==> src/rtl/obi_model_pkg.sv <==
// Shared types and helpers for the OBI response model.
//   obi_req_ctl_t : per-channel request control bits seen from the core
//   obi_rsp_ctl_t : per-channel legalised handshake bits returned to the core
//   calc_cw()     : width of a counter that must hold 0..max_pnd
package obi_model_pkg;

    typedef struct packed {
        logic req;
        logic we;
    } obi_req_ctl_t;

    typedef struct packed {
        logic gnt;
        logic rvalid;
    } obi_rsp_ctl_t;

    function automatic int calc_cw(input int max_pnd);
        return $clog2(max_pnd + 1);
    endfunction

endpackage

==> src/rtl/obi_rsp_chan.sv <==
// One OBI channel of the response model.
// Legalises free grant/response candidates so the core only ever sees a
// protocol-correct slave: grants are withheld while MAX_PND transactions
// are outstanding, responses only appear for outstanding transactions and
// come back in order. Read responses carry the free data, write responses
// carry zero. Also watches the core side for a request being withdrawn or
// changed while stalled and latches that as a sticky violation.
// Ports:
//   clock, reset            : clock, synchronous active-high reset
//   req, we, addr           : core request
//   rand_gnt, rand_rvalid,
//   rand_rdata              : free candidates
//   gnt, rvalid, rdata      : legalised handshake/data to core
//   pnd_cnt, full, viol     : outstanding count, count==MAX_PND, sticky violation
module obi_rsp_chan
    import obi_model_pkg::*;
#(
    parameter int MAX_PND = 2,
    parameter int AW      = 32,
    parameter int DW      = 32,
    localparam int CW     = calc_cw(MAX_PND)
) (
    input  logic          clock,
    input  logic          reset,
    input  logic          req,
    input  logic          we,
    input  logic [AW-1:0] addr,
    input  logic          rand_gnt,
    input  logic          rand_rvalid,
    input  logic [DW-1:0] rand_rdata,
    output logic          gnt,
    output logic          rvalid,
    output logic [DW-1:0] rdata,
    output logic [CW-1:0] pnd_cnt,
    output logic          full,
    output logic          viol
);

    localparam int PW = (MAX_PND > 1) ? $clog2(MAX_PND) : 1;

    obi_req_ctl_t         req_ctl;
    obi_rsp_ctl_t         rsp;

    logic [CW-1:0]        pnd_cnt_q;
    logic [PW-1:0]        wr_ptr_q;
    logic [PW-1:0]        rd_ptr_q;
    logic [MAX_PND-1:0]   fifo_q;
    logic                 head_we;
    logic                 full_int;

    logic                 stall_q;
    logic [AW-1:0]        addr_q;
    logic                 we_q;
    logic                 viol_q;

    // Pointers wrap at MAX_PND explicitly so non-power-of-2 depths work.
    function automatic logic [PW-1:0] ptr_inc(input logic [PW-1:0] p);
        return (p == PW'(MAX_PND - 1)) ? '0 : p + PW'(1);
    endfunction

    assign req_ctl.req = req;
    assign req_ctl.we  = we;

    assign full_int = (pnd_cnt_q == CW'(MAX_PND));

    // Outputs are forced low while reset is asserted, independent of the
    // registered count that is only cleared at the edge.
    assign rsp.gnt    = !reset && req_ctl.req && rand_gnt && !full_int;
    assign rsp.rvalid = !reset && rand_rvalid && (pnd_cnt_q != '0);

    always_comb begin
        head_we = 1'b0;
        for (int i = 0; i < MAX_PND; i++) begin
            if (rd_ptr_q == PW'(i)) head_we = fifo_q[i];
        end
    end

    assign gnt     = rsp.gnt;
    assign rvalid  = rsp.rvalid;
    assign rdata   = (rsp.rvalid && !head_we) ? rand_rdata : '0;
    assign pnd_cnt = pnd_cnt_q;
    assign full    = !reset && full_int;
    assign viol    = viol_q;

    // Outstanding count and FIFO pointers.
    always_ff @(posedge clock) begin
        if (reset) begin
            pnd_cnt_q <= '0;
            wr_ptr_q  <= '0;
            rd_ptr_q  <= '0;
        end else begin
            case ({rsp.gnt, rsp.rvalid})
                2'b10:   pnd_cnt_q <= pnd_cnt_q + CW'(1);
                2'b01:   pnd_cnt_q <= pnd_cnt_q - CW'(1);
                default: pnd_cnt_q <= pnd_cnt_q;
            endcase
            if (rsp.gnt)    wr_ptr_q <= ptr_inc(wr_ptr_q);
            if (rsp.rvalid) rd_ptr_q <= ptr_inc(rd_ptr_q);
        end
    end

    // FIFO payload (write-enable of each accepted request); no reset needed,
    // entries are only read after being written.
    always_ff @(posedge clock) begin
        for (int i = 0; i < MAX_PND; i++) begin
            if (rsp.gnt && (wr_ptr_q == PW'(i))) fifo_q[i] <= req_ctl.we;
        end
    end

    // Stall tracking: a stalled request must be held unchanged next cycle.
    always_ff @(posedge clock) begin
        if (reset) begin
            stall_q <= 1'b0;
            addr_q  <= '0;
            we_q    <= 1'b0;
            viol_q  <= 1'b0;
        end else begin
            if (stall_q && (!req_ctl.req || (addr != addr_q) || (req_ctl.we != we_q)))
                viol_q <= 1'b1;
            if (req_ctl.req && !rsp.gnt) begin
                stall_q <= 1'b1;
                addr_q  <= addr;
                we_q    <= req_ctl.we;
            end else begin
                stall_q <= 1'b0;
            end
        end
    end

`ifdef FORMAL
    int occ;
    always_comb begin
        if (wr_ptr_q >= rd_ptr_q) occ = int'(wr_ptr_q) - int'(rd_ptr_q);
        else                      occ = int'(wr_ptr_q) + MAX_PND - int'(rd_ptr_q);
        assert (int'(pnd_cnt_q) <= MAX_PND);
        // A full FIFO has its pointers coincide, same as an empty one.
        assert (occ == ((int'(pnd_cnt_q) == MAX_PND) ? 0 : int'(pnd_cnt_q)));
    end
`endif

endmodule

==> config.mk <==
export PLATFORM = sky130hd
export DESIGN_NAME = obi_rsp_chan
export DESIGN_NICKNAME = d
export VERILOG_FILES = /design/src/rtl/obi_model_pkg.sv /design/src/rtl/obi_rsp_chan.sv
export SDC_FILE = /design/constraint.sdc
export NUM_CORES = 1
export LEC_CHECK = 0
export CORE_UTILIZATION = 44
export DETAILED_ROUTE_END_ITERATION = 10
export PLACE_DENSITY = 0.95
export SYNTH_ARGS = -nofsm -noshare
export SYNTH_HDL_FRONTEND = slang
export SYNTH_SLANG_ARGS = --single-unit
==> constraint.sdc <==
create_clock -name clock -period 3.5 [get_ports clock]
set_input_delay 0.7 -clock clock [delete_from_list [all_inputs] [get_ports clock]]
set_output_delay 0.7 -clock clock [all_outputs]
set_load 0.005 [all_outputs]
==> reports/qor.json <==
{
  "hold_path_depth": 2,
  "asyncSetResetFlopFracSynth": 0,
  "regToRegSetupSlack_ps": 1750,
  "syn2layout_area_growth_pct": 51.64,
  "clock_sinks": 41,
  "maximum_vdd_drop_mv": 0.2534,
  "hold-path-endpoint": "viol",
  "clkLatencyLatePin_ps": 290,
  "detailedPlacementHpwl_um": 4303,
  "drv_cap": 0,
  "design.die.area_um2": 5309,
  "buffers_added_on_ports": 107,
  "drt_wl_total_um": 5713,
  "ys_seq_area_frac": 0.3805,
  "end_kind": "output port",
  "ys.flop_type": "dfxtp_1",
  "critical_path.reg2reg.endpoint": "addr_q[29]",
  "syn_area_per_cell_um2": 8.499,
  "setup_violations": 0,
  "crit_family": "buffers and inverters",
  "cts_post_setup_buffers_inserted": 0,
  "drtIter0Drc": 104,
  "post_cts.resized_instances": 0,
  "sum_of_buffers_and_inverters_on_the_critical_path": 3,
  "timing.critical_path.slowest_cell_delay_ps": 530,
  "insertedDiodeCount": 0,
  "power_leakage_nw": 1.271,
  "placeableCoreArea_um2": 4786,
  "cts_made_buffers": 5,
  "worst_pin_slew_ps": 631.1,
  "hold_path.startpoint": "stall_q",
  "setup.worst_path.class": "in -> out",
  "critPathMostFrequentCell": "clkdlybuf4s50_1",
  "drt.antenna.violating_nets": 0,
  "longest_clk_path_bufs": 2,
  "synth.lib_cells_used.distinct": 33,
  "power.density_cell_area_nw_per_um2": 320.3,
  "cp.required_ps": 2800,
  "die_h_um": 72.87,
  "critPathMaxFanout": 32,
  "total_nets_after_synthesis": 331,
  "layout_worst_path_cycle_share": 0.9282,
  "grt_overflow": 0,
  "setup-tns-final_ps": 0,
  "finalInstanceArea_um2": 3351,
  "reg2regPathDepth": 5,
  "setup.worst_path.start_class": "input port",
  "placedInstanceArea_um2": 3249,
  "starting_density_of_the_core": 0.4617,
  "max-slew-margin-rel": 0.5778,
  "register_bit_total_from_synthesis": 41,
  "filler_cell_count": 368,
  "worst_path_max_delay_cell": "clkdlybuf4s50_1",
  "fp-row-count": 25,
  "antenna_found_initial": 0,
  "grt_util_all_layers": 0.2225,
  "wire_per_inst_um": 13.29,
  "grt_setup_unrepaired": "no",
  "status": "finished clean",
  "layout.cells.most_common_list": "clkdlybuf4s50_1 (107), nand2_1 (61), dfxtp_1 (39), and2_1 (32), a21oi_1 (30)",
  "worst-endpoint-arrival_ps": 2550,
  "final_common_cell": "clkdlybuf4s50_1",
  "slew_viol_final": 0,
  "max_freq_ghz": 0.3078,
  "maximum_level_of_the_cts_h_tree": 2,
  "global_route_wire_length_before_repair_um": 9066,
  "place_congestion": 0.7570,
  "design.final.nets": 433,
  "viasPerCell": 4.826,
  "crit_chain": "clkdlybuf4s50_1 > o21ai_2 > a2111oi_4 > buf_12 > and2_1 > clkdlybuf4s50_1",
  "drc_errors": 0,
  "worstHoldPathType": "reg -> reg",
  "yosys_warnings": 0,
  "vias": 2075,
  "syn-cell-area_um2": 2210,
  "grt_max_degree": 36,
  "drt_pre_antenna_iters": 4,
  "clkSlewWorstSetupHoldPaths_ps": 70,
  "skew_ps": 4.946,
  "post_synthesis_cell_count": 260,
  "shortest_clock_period_the_worst_path_allows_after_layout_ps": 3249,
  "ctsHoldBuffers": 0,
  "share_of_layout_cells_above_drive_strength_1": 0.07438,
  "critical_path.reg2reg.startpoint": "pnd_cnt[0]",
  "ioPinCount": 108,
  "timing.final.hold_violations": 0,
  "chipWidth_um": 72.87,
  "timing.hold.ws_ps": 461.5,
  "synth-edff-count": 2,
  "cts.root.buffer_cell": "clkbuf_8",
  "first_global_vias": 2011,
  "tritoncts_clock_tree": "yes"
}
==> kinds of logic after synthesis <==
logic type,count (synthesis),share of synthesized area
compound gates,40,0.1133
xor+xnor,36,0.1427
fa+ha+maj,1,0.005662
buf+inv,19,0.07474
flops,41,0.3805
simple gates,123,0.2831
==> Yosys cell counts, types with 2 or more instances <==
library cell	instances	area [µm²]
nand2_1	61	229.0
dfxtp_1	39	780.8
and2_1	32	200.2
a21oi_1	30	150.1
xor2_1	21	183.9
xnor2_1	15	131.4
nor2_1	9	33.78
nand2_2	6	37.54
nor4_1	6	37.54
a21oi_2	4	35.03
inv_1	4	15.01
nand4_1	4	25.02
buf_6	3	33.78
buf_8	3	45.04
clkbuf_2	3	15.01
edfxtp_1	2	60.06
o21ai_0	2	10.01
==> flip-flops by register name, summed over array words and instances, names as in the netlist <==
signal,flops
pnd_cnt,2
fifo_q,2
rd_ptr_q,1
stall_q,1
wr_ptr_q,1
viol,1
addr_q,32
we_q,1
==> per-layer routing <==
layer / track usage / vias up / part of all wire
li1: - / 1043 / -
met1: 0.2687 / 958 / 0.42
met2: 0.3904 / 63 / 0.51
met3: 0.04972 / 11 / 0.049
met4: 0.07407 / 0 / 0.020
met5: 0 / - / 0
==> metrics by stage <==
stage / setup slack (ps) / utilization / instances / power (mW)
floorplan: 1302 / - / 260 / 0.6383
global placement: 310.9 / 0.6790 / 422 / 0.7413
detailed placement: 263.7 / 0.6790 / 422 / 0.7485
CTS: 246.7 / 0.7001 / 430 / 1.082
global route: 186.7 / 0.7001 / 430 / 1.128
finish: 251.3 / 0.7001 / 430 / 1.073
==> worst min-delay path: stages, from the launching register on <==
cell and delay, ps:
dfxtp_1 300, nor2_1 80, a211oi_1 50
==> where the power goes <==
group	leakage, nW	internal, mW	switching, mW
Clock	0.0542	0.178	0.156
Sequential	0.339	0.497	0.0193
Combinational	0.877	0.133	0.0898
==> area by class of cell <==
class / instances / area [µm²] / area share
clock buffers: 7 / 96.34 / 0.02875
clock inverters: 1 / 5.005 / 0.001494
inverters: 4 / 15.01 / 0.004481
multi-input cells: 200 / 1204 / 0.3592
flip-flops and latches: 41 / 840.8 / 0.2509
well taps: 67 / 83.83 / 0.02502
repair buffers: 110 / 1106 / 0.3301
==> how the worst max path moves through the flow <==
| stage | from | endpoint | slack (ps) | cells after the start |
|---|---|---|---|---|
| 6_report | rand_rvalid | rdata[12] | 250 | 6 |
| 5_1_grt | rand_rvalid | rdata[12] | 190 | 6 |
| 4_1_cts | rand_rvalid | rdata[12] | 250 | 6 |
| 3_5_place_dp | rand_rvalid | rdata[12] | 260 | 6 |
| 3_3_place_gp | rand_rvalid | rdata[21] | 310 | 6 |
| 2_1_floorplan | rand_rvalid | rdata[10] | 1300 | 4 |
Power figures use the tool's default switching activity.
